[config.mk]
export PLATFORM = sky130hd
export DESIGN_NAME = wm_panel_ctrl
export DESIGN_NICKNAME = d
export VERILOG_FILES = /design/src/rtl/wm_panel_ctrl.sv
export SDC_FILE = /design/constraint.sdc
export NUM_CORES = 1
export LEC_CHECK = 0
export ABC_CLOCK_PERIOD_IN_PS = 1800
export BUFFER_PORTS_ARGS = -buffer_cell sky130_fd_sc_hd__buf_2
export CORE_ASPECT_RATIO = 1.4
export CORE_MARGIN = 4
export CORE_UTILIZATION = 56
export CTS_BUF_LIST = sky130_fd_sc_hd__clkbuf_4 sky130_fd_sc_hd__clkbuf_8
export CTS_CLUSTER_DIAMETER = 30
export DETAILED_ROUTE_END_ITERATION = 10
export PLACE_DENSITY = 0.77
export SETUP_SLACK_MARGIN = 0.05
export SLEW_MARGIN = 30
export SYNTH_ARGS = -nofsm -noshare
export SYNTH_HDL_FRONTEND = slang
export SYNTH_SLANG_ARGS = --single-unit
[constraint.sdc]
create_clock -name clk -period 1.8 [get_ports clk]
set_input_delay 0.18 -clock clk [delete_from_list [all_inputs] [get_ports clk]]
set_output_delay 0.18 -clock clk [all_outputs]
set_load 0.1 [all_outputs]
[src/rtl/wm_panel_ctrl.sv]
// wm_panel_ctrl: washing-machine front-panel controller.
// Four raw buttons are synchronised and debounced into single-cycle presses.
// A four-state FSM latches option selections, issues a one-cycle start pulse
// and supervises the washer's done acknowledge.
// Optional build macro WM_PANEL_AUTO_CLEAR_EN: when defined, finishing a wash
// cycle (RUN -> SELECT) also clears double_wash and dry_wash.
module wm_panel_ctrl #(
  parameter int DB_CYCLES  = 16,
  parameter int ACK_CYCLES = 8
) (
  input  logic clk,
  input  logic rst_n,
  input  logic btn_start,
  input  logic btn_double,
  input  logic btn_dry,
  input  logic btn_pause,
  input  logic done,
  output logic start,
  output logic double_wash,
  output logic dry_wash,
  output logic time_pause,
  output logic busy,
  output logic fault
);

  localparam int NB  = 4;
  localparam int DBW = $clog2(DB_CYCLES + 1);
  localparam int AW  = $clog2(ACK_CYCLES + 1);

  // Button index order: 0 start, 1 double, 2 dry, 3 pause
  logic [NB-1:0] raw;
  logic [NB-1:0] press;

  assign raw = {btn_pause, btn_dry, btn_double, btn_start};

  genvar gi;
  generate
    for (gi = 0; gi < NB; gi++) begin : g_btn
      logic           s1_reg;
      logic           s2_reg;
      logic           lvl_reg;
      logic           prs_reg;
      logic [DBW-1:0] cnt_reg;

      // Synchronise, debounce, and pulse on a debounced 0->1 transition
      always_ff @(posedge clk or negedge rst_n) begin
        if (!rst_n) begin
          s1_reg  <= 1'b0;
          s2_reg  <= 1'b0;
          lvl_reg <= 1'b0;
          prs_reg <= 1'b0;
          cnt_reg <= '0;
        end else begin
          s1_reg  <= raw[gi];
          s2_reg  <= s1_reg;
          prs_reg <= 1'b0;
          if (s2_reg != lvl_reg) begin
            // Counter stops at DB_CYCLES-1 and the level flips on the
            // DB_CYCLES-th consecutive mismatching cycle, so it never wraps.
            if (cnt_reg >= DBW'(DB_CYCLES - 1)) begin
              lvl_reg <= s2_reg;
              prs_reg <= s2_reg;
              cnt_reg <= '0;
            end else begin
              cnt_reg <= cnt_reg + 1'b1;
            end
          end else begin
            cnt_reg <= '0;
          end
        end
      end

      assign press[gi] = prs_reg;
    end
  endgenerate

  // Three-bit encoding leaves spare codes that the default branch recovers from
  typedef enum logic [2:0] {
    SELECT   = 3'd0,
    ARM      = 3'd1,
    WAIT_ACK = 3'd2,
    RUN      = 3'd3
  } state_t;

  state_t        state_reg;
  logic [AW-1:0] ack_reg;
  logic          start_reg;
  logic          double_reg;
  logic          dry_reg;
  logic          pause_reg;
  logic          busy_reg;
  logic          fault_reg;

  // Control FSM with all outputs registered
  always_ff @(posedge clk or negedge rst_n) begin
    if (!rst_n) begin
      state_reg  <= SELECT;
      ack_reg    <= '0;
      start_reg  <= 1'b0;
      double_reg <= 1'b0;
      dry_reg    <= 1'b0;
      pause_reg  <= 1'b0;
      busy_reg   <= 1'b0;
      fault_reg  <= 1'b0;
    end else begin
      start_reg <= 1'b0;
      case (state_reg)
        SELECT: begin
          if (press[0] && done) begin
            // Accepted start wins; option toggles this cycle are dropped
            state_reg <= ARM;
            start_reg <= 1'b1;
            busy_reg  <= 1'b1;
            fault_reg <= 1'b0;
          end else begin
            if (press[1]) double_reg <= ~double_reg;
            if (press[2]) dry_reg    <= ~dry_reg;
          end
        end
        ARM: begin
          state_reg <= WAIT_ACK;
          ack_reg   <= '0;
        end
        WAIT_ACK: begin
          if (!done) begin
            state_reg <= RUN;
          end else if (ack_reg >= AW'(ACK_CYCLES - 1)) begin
            state_reg <= SELECT;
            busy_reg  <= 1'b0;
            fault_reg <= 1'b1;
          end else begin
            ack_reg <= ack_reg + 1'b1;
          end
        end
        RUN: begin
          if (done) begin
            // Completion overrides a coincident pause press
            state_reg <= SELECT;
            busy_reg  <= 1'b0;
            pause_reg <= 1'b0;
`ifdef WM_PANEL_AUTO_CLEAR_EN
            double_reg <= 1'b0;
            dry_reg    <= 1'b0;
`endif
          end else if (press[3]) begin
            pause_reg <= ~pause_reg;
          end
        end
        default: begin
          state_reg  <= SELECT;
          ack_reg    <= '0;
          start_reg  <= 1'b0;
          double_reg <= 1'b0;
          dry_reg    <= 1'b0;
          pause_reg  <= 1'b0;
          busy_reg   <= 1'b0;
          fault_reg  <= 1'b0;
        end
      endcase
    end
  end

  assign start       = start_reg;
  assign double_wash = double_reg;
  assign dry_wash    = dry_reg;
  assign time_pause  = pause_reg;
  assign busy        = busy_reg;
  assign fault       = fault_reg;

endmodule

* Word-level counts from Yosys, hierarchy flattened
Index checks and enable logic that the tools add are counted. Widths: inputs -> output; s select.
Word-level totals: register bits 49, input bits 7, word-level logic and storage cells 124, output and inout bits 6
Operators by class: add/sub/neg operators 5, eq/ne operators 17, magnitude comparators 5, reduce and logical (&&, ||, !) cells 17, bitwise logic cells 8, multiplexer cells 44
Operators by type and width (count):
- $mux 5 | 8
- $mux 1 | 23
- $add 5x1->5 const B | 4
- $ge 5x4->1 const B | 4
- $ne 2x2->1 const B | 8
- $mux 3 | 4
- $pmux 3 s4 | 1
- $reduce_and 3->1 | 4
- $reduce_and 2->1 | 5
- $mux 4 | 2
- $not 1->1 | 8
- $pmux 4 s2 | 1
- $eq 3x2->1 const B | 2
- $ne 3x3->1 const B | 2
- $pmux 1 s2 | 3
- $reduce_or 3->1 | 2
- $reduce_and 5->1 | 1
- $add 4x1->4 const B | 1
- $ge 4x3->1 const B | 1
- $ne 1x1->1 | 4
- $pmux 1 s4 | 1
- $reduce_and 4->1 | 1
- $reduce_or 2->1 | 2
- $eq 3x1->1 const B | 1
- 3 further kinds | 3

* Longest topological paths before layout
Gate-level depths: netlist of run 1.
depth after elaboration 4, gate-level depth with buffers 6, depth with buffers taken out 6

* Least setup slack after synthesis of run 1
Ideal clock, no wire load.
kind flip-flop to flip-flop, from reg g_btn[0].cnt_reg[0], to reg g_btn[0].lvl_reg, arrival time 1.560 ns, cell stages (with the launch flop) 6, library setup time 0.128 ns, buffers on the path 0, setup slack 0.113 ns, period minus slack after synthesis 1.687 ns, cell sequence dfrtp_1 > ha_1 > and3_1 > ha_1 > a211oi_4 > mux2_1
Between the ends: longest elaborated chain between the ends 2
Ends and longest elaborated chain:
- start: declaration | RTL line 43 | logic [DBW-1:0] cnt_reg;
- start signal: assignment | RTL line 65 | cnt_reg <= cnt_reg + 1'b1;
- $ge 5x4->1 | RTL line 60 | if (cnt_reg >= DBW'(DB_CYCLES - 1)) begin
- $reduce_and 2->1 (no line)
- end signal: assignment | RTL line 61 | lvl_reg <= s2_reg;
- end: declaration | RTL line 41 | logic lvl_reg;
No other way between the ends. A chain may end at the register's enable or synchronous reset.

* Worst setup path after layout of run 1
Ends and elaborated chain as after synthesis.

==> run summary, run 1 <==
slowest CP cell - dfrtp_1
remaining antenna violation count - 0
max reg flops - 20
Worst-path clk slew - 0.08 ns
Worst VDD drop - 1.15 mV
final clock skew - 0.00729 ns
Post-Synthesis Net Count - 190
first-pass GRT wire length - 5870 microns
routed vias/inst - 5.55
DP Area - 2230 sq um
core box area - 3610 sq um
synthesized area per cell - 12.3 sq um
Num Clock Sinks - 48
Slew Viols, Final - 0
die height - 80.2 microns
asr flop ratio synth - 1.00
power per cell area - 1130 nW/um^2
Final GP Congestion - 0.840
DR vias - 1,344
kind of critical path - reg2reg
total power - 2.76 mW
Worst Hold Class - in2reg
critical path's largest stage delay - 0.40 ns
Ports - 13
CP Capture Type - register
Ys Warns - 0
CP Cell Sequence - ha_1, and3_1, ha_1, a211oi_4, mux2_4
fin crit share - 0.946
Critical Path RT - 1.98 ns
Worst path most repeated cell - ha_1
met1 wire length - 1290 microns
top sig layer - met4
commonest non-fill, non-tap cell in the layout - dfrtp_1
max_slew headroom - 0.617
Leakage - 1.24 nW
vias in the first global route - 1,451
CTS tree - built
initial antenna violation count - 0
die area - 4780 sq um
EDFF count, synth - 0
Final HPWL DP - 2450 microns
ANT cells - 0
CTS Root Cell - clkbuf_8
final setup TNS - 0 ns
met2 routed WL - 1740 microns
Final Hold Vio Count - 0
final WL - 3260 microns
Area Growth Syn to Fin - 16.8%
Mapped Cells - 169
Post-Syn Area - 2080 sq um
Max-Cap Viols - 0
FMAX - 587 MHz
gr ovfl total - 0
cell area after layout - 2430 sq um
Total GRT Usage - 0.163
die width - 59.6 microns
prevailing post-synth register cell - dfrtp_1
post-place setup slack - 0.0715 ns
Avg WL per Cell - 13.5 microns
delay-heaviest family, CP - adder cells
port bufs - 12
drt pass-1 iters - 4
sequential element share of the synthesized area - 0.576
row cnt - 26
Fillers - 263
Fin Hold WS - 0.240 ns
CTS HTree Levels - 2
crit path max fanout - 3
met3 WL post-DR - 151 microns
ratio of cells with drive above 1 in the final layout - 0.210
Final setup violation count - 0
FF+latch count, synth - 48
distinct cell type count after synthesis - 35
CP startpoint kind - register
Worst Slack Setup Final - 0.0973 ns
DRT iter0 DRCs - 38
largest net degree at the start of global routing - 49
Period minus WS final - 1.70 ns
WP data arrival - 1.88 ns
DRC Markers - 0
clk_lat worst skew - 0.29 ns
leading cell types in the layout, fill and taps excluded - 48 x dfrtp_1, 17 x nor2_1, 12 x ha_1, 12 x buf_2, 10 x nand2_1
Initial Util - 0.577
status - finished, final reports clean
Layout Nets - 220
worst-margin pin slew - 0.574 ns
Num CTS Buffers - 5
CTS Buffer Depth - 2
WP buf/inv - 0
unrepaired setup endpoints after global routing - no
worst register-to-register path: cells and delay by family, from the launching register on:
kind	cells	cell delay [ns]
AOI/OAI and AO/OA	1	0.24
muxes	1	0.32
and+or+nand+nor	1	0.19
adders and majority gates	2	0.45
DFF	1	0.40
kinds of logic (layout without fill, tap and decap cells):
group	after synthesis	in the layout	share of synthesized area
XOR/XNOR	10	10	0.0420
adder cells (fa/ha/maj)	14	14	0.0840
buffers and inverters	11	42	0.0216
multiplexers	7	7	0.0372
AND/OR/NAND/NOR	58	58	0.159
AO/OA/AOI/OAI	21	21	0.0798
flip-flops	48	48	0.576
worst paths after layout:
kind                                     start                   to  slack [ns]  depth (start not counted)
setup / recovery           g_btn[0].cnt_reg[0]     g_btn[0].lvl_reg         0.1                          5
hold / removal                            done                start        0.24                          3
setup reg to reg           g_btn[0].cnt_reg[0]     g_btn[0].lvl_reg         0.1                          5
hold reg to reg                g_btn[1].s1_reg      g_btn[1].s2_reg        0.35                          0
max in group asynchronous                rst_n  g_btn[0].cnt_reg[0]        0.91                          3
min in group asynchronous                rst_n           ack_reg[2]        0.50                          3
stage by stage:
stage / std cells / utilization
CTS: 240 / 0.661
finish: 242 / 0.674
floorplan: 169 / -
global placement: 227 / 0.617
detailed placement: 227 / 0.617
global route: 242 / 0.674
Yosys cell counts (2+ instances only):
cell type / number / area, sq um
o211a_1: 2 / 20.0
nand3_1: 3 / 15.0
nor2_1: 17 / 63.8
and4_1: 2 / 17.5
dfrtp_1: 48 / 1200
xnor2_1: 6 / 52.6
inv_1: 10 / 37.5
nand2_1: 10 / 37.5
mux2_1: 6 / 67.6
o22ai_1: 3 / 18.8
a31oi_1: 2 / 12.5
nor3_2: 2 / 20.0
and3_1: 9 / 56.3
and3_4: 2 / 22.5
ha_1: 14 / 175
a21oi_1: 6 / 30.0
xor2_1: 4 / 35.0
nor3b_1: 5 / 37.5
a211oi_4: 2 / 40.0
layout make-up:
class                   instances  area, sq um  share of cell area
clock buffers                   6         76.3              0.0313
clock inverters                 2         35.0              0.0144
inverters                      10         37.5              0.0154
multi-input cells             110          866               0.356
flip-flops and latches         48         1200               0.493
well taps                      42         52.6              0.0216
repair buffers                 24          166              0.0683
routing by layer:
metal,GRT usage,up-vias
met5,0,-
met3,0.0434,9
met4,0.0732,0
li1,-,642
met1,0.168,657
met2,0.298,36
where the power goes:
part	switching [mW]	total, mW	leakage [nW]	internal, mW
clock network	0.322	0.749	0.0586	0.427
registers	0.0593	1.22	0.636	1.16
logic	0.485	0.791	0.545	0.305
repair_timing:
action	in CTS	in global routing
pin swaps	1	2
hold endpoints to repair	52	0
setup buffers	0	2
setup endpoints to repair	1	9
hold buffers	5	0
resized for setup	0	8
Power figures use the tool's default switching activity.
==> run 2: changes to the inputs <==
ABC_AREA = 1   (was unset)
==> run summary, run 2 <==
distinct cell type count after synthesis - 23 (-34%)
WP buf/inv - 1 (+1)
FF-to-FF setup slack - 0.36 ns (+0.27 ns)
Total GRT Usage - 0.174 (+0.0107)
WP data arrival - 1.63 ns (-0.25 ns)
CP Capture Type - register
critical path's largest stage delay - 0.46 ns (+0.06 ns)
clk_lat worst skew - 0.30 ns (about the same)
CP Cell Sequence - inv_1, ha_1, nand4_1, nand2_1, nand2_1, nand2_1
ranking of synthesized cells by area - dfrtp_1 55%, ha_1 8.1%, nand2_1 7.1%
Worst VDD drop - 0.853 mV (-26%)
gr ovfl total - 0 (unchanged)
die height - 81.6 microns (+1.7%)
Final GP Congestion - 0.839 (about the same)
DRC Markers - 0 (unchanged)
Hold-fix buffers, CTS - 5 (unchanged)
DR vias - 1,549 (+15%)
crit path max fanout - 7 (+4)
core box area - 3680 sq um (+1.8%)
ratio of cells with drive above 1 in the final layout - 0.137 (-0.0733)
FMAX - 696 MHz (+18%)
post-place setup slack - 0.365 ns (+0.294 ns)
Synth top area share - 0.555 (-0.0213)
Worst-path clk slew - 0.08 ns (about the same)
final setup TNS - 0 ns (unchanged)
DRT iter0 DRCs - 74 (+95%)
CTS HTree Levels - 2 (unchanged)
leading cell types in the layout, fill and taps excluded - 48 x dfrtp_1, 41 x nand2_1, 33 x nor2_1, 29 x inv_1, 16 x nand3_1
sequential element share of the synthesized area - 0.555 (-0.0213)
die width - 60.5 microns (+1.6%)
Num Clock Sinks - 48 (unchanged)
EDFF count, synth - 0 (unchanged)
max reg flops - 20 (unchanged)
ANT cells - 0 (unchanged)
Layout Nets - 276 (+25%)
Num CTS Buffers - 5 (unchanged)
Avg WL per Cell - 11.7 microns (-13%)
Critical Path RT - 1.99 ns (about the same)
CTS tree - built
final WL - 3500 microns (+7.3%)
Worst Setup EP - ack_reg[3]
r2r endpoint - ack_reg[3]
max_slew headroom - 0.659 (+0.0421)
routed vias/inst - 5.20 (-6.4%)
Ys Warns - 0 (unchanged)
remaining antenna violation count - 0 (unchanged)
Final HPWL DP - 2620 microns (+7.0%)
asr flop ratio synth - 1.00 (unchanged)
final clock skew - 0.00441 ns (-0.00288 ns)
largest net degree at the start of global routing - 24 (-51%)
Period minus WS final - 1.44 ns (-0.265 ns)
synthesized area per cell - 9.49 sq um (-23%)
Worst path most repeated cell - nand2_1
vias in the first global route - 1,525 (+5.1%)
status - finished, final reports clean
power per cell area - 1150 nW/um^2 (+1.4%)
post-CTS setup buffers - 0 (unchanged)
CTS Root Cell - clkbuf_8
die area - 4940 sq um (+3.4%)
Worst Hold Class - in2reg
initial antenna violation count - 0 (unchanged)
Initial Util - 0.589 (+0.0116)
Leakage - 1.28 nW (+2.9%)
prevailing post-synth register cell - dfrtp_1
port bufs - 12 (unchanged)
FF-to-FF Start - state_reg[0]
Post-Synthesis Net Count - 249 (+31%)
commonest non-fill, non-tap cell in the layout - dfrtp_1
PostCTS Resize Cnt - 0 (unchanged)
Worst Slack Setup Final - 0.362 ns (+0.265 ns)
CP startpoint kind - register
Max-Cap Viols - 0 (unchanged)
Synth top cells by count - 48 x dfrtp_1, 41 x nand2_1, 33 x nor2_1
Area Growth Syn to Fin - 13.7%
most numerous cell in the Yosys netlist - dfrtp_1
kind of critical path - reg2reg
delay-heaviest family, CP - flip-flops
fin crit share - 0.799 (-0.147)
Mapped Cells - 228 (+35%)
row cnt - 26 (unchanged)
CP Depth - 6 (+1)
unrepaired setup endpoints after global routing - no
slowest CP cell - dfrtp_1
first-pass GRT wire length - 6340 microns (+8.1%)
drt pass-1 iters - 4 (unchanged)
Final Hold Vio Count - 0 (unchanged)
R2R cell count - 6 (+1)
Post-Syn Area - 2160 sq um (+3.8%)
Crit. Startpoint - state_reg[0]
Ports - 13 (unchanged)
post-synth top area cell - dfrtp_1
worst-margin pin slew - 0.511 ns (-0.0632 ns)
FF+latch count, synth - 48 (unchanged)
CTS Buffer Depth - 2 (unchanged)
Slew Viols, Final - 0 (unchanged)
Final setup violation count - 0 (unchanged)
[run 2: cell types whose count changed after synthesis, sizes merged, moves of 6 or more]
cell	change
nand2	+37
and3	-10
inv	+20
nand3	+14
nor2	+18
mux2	-6
nand4	+13
[run 2: layer usage]
layer  routed length, microns  track usage  vias up  share of wire
li1                         -            -      783              -
met1                     1530        0.202      736           0.44
met2                     1760        0.286       20           0.50
met3                      117       0.0456       10          0.033
met4                       95       0.0998        0          0.027
met5                        0            0        -              0
[run 2: how the worst min path moves through the flow]
stage,start,to,slack [ns],cells after the start
global placement,rst_n,ack_reg[2],0.18,1
finish,done,start,0.16,3
CTS,done,start,0.14,3
global route,done,start,0.16,3
floorplan,rst_n,ack_reg[0],-0.12,0
detailed placement,rst_n,ack_reg[3],0.18,1
[run 2: cells by family after synthesis]
family | Yosys count | synth area share
and+or+nand+nor | 116 | 0.247
xor gates and xnor gates | 9 | 0.0364
AOI/OAI and AO/OA | 11 | 0.0283
adders and majority gates | 14 | 0.0809
buffers and inverters | 30 | 0.0520
DFF | 48 | 0.555
[run 2: power breakdown]
group	switching [mW]	leakage, nW	internal, mW	total, mW
Combinational	0.572	0.581	0.240	0.812
Sequential	0.0860	0.637	1.17	1.25
Clock	0.340	0.0586	0.427	0.767
[run 2: cell type report]
type / count / area, sq um
fillers: 310 / 1210
flip-flops and latches: 48 / 1200
clock buffers: 6 / 76.3
clock inverters: 2 / 35.0
well taps: 42 / 52.6
multi-input cells: 150 / 851
inverters: 30 / 113
repair buffers: 20 / 133
[run 2: worst reg2reg max path, cell delays in order (launching register included)]
cell,delay (ns)
dfrtp_1,0.46
inv_1,0.09
ha_1,0.36
nand4_1,0.21
nand2_1,0.10
nand2_1,0.07
nand2_1,0.05
[run 2: stage by stage]
stage	utilization	area, sq um	total power [mW]	instances	hold slack [ns]
3_3_place_gp	0.626	2300	2.07	285	0.181
3_5_place_dp	0.626	2300	2.08	285	0.182
5_1_grt	0.670	2460	3.02	298	0.160
6_report	0.670	2460	2.83	298	0.157
2_1_floorplan	-	2160	1.90	228	-0.116
4_1_cts	0.670	2460	2.87	298	0.141
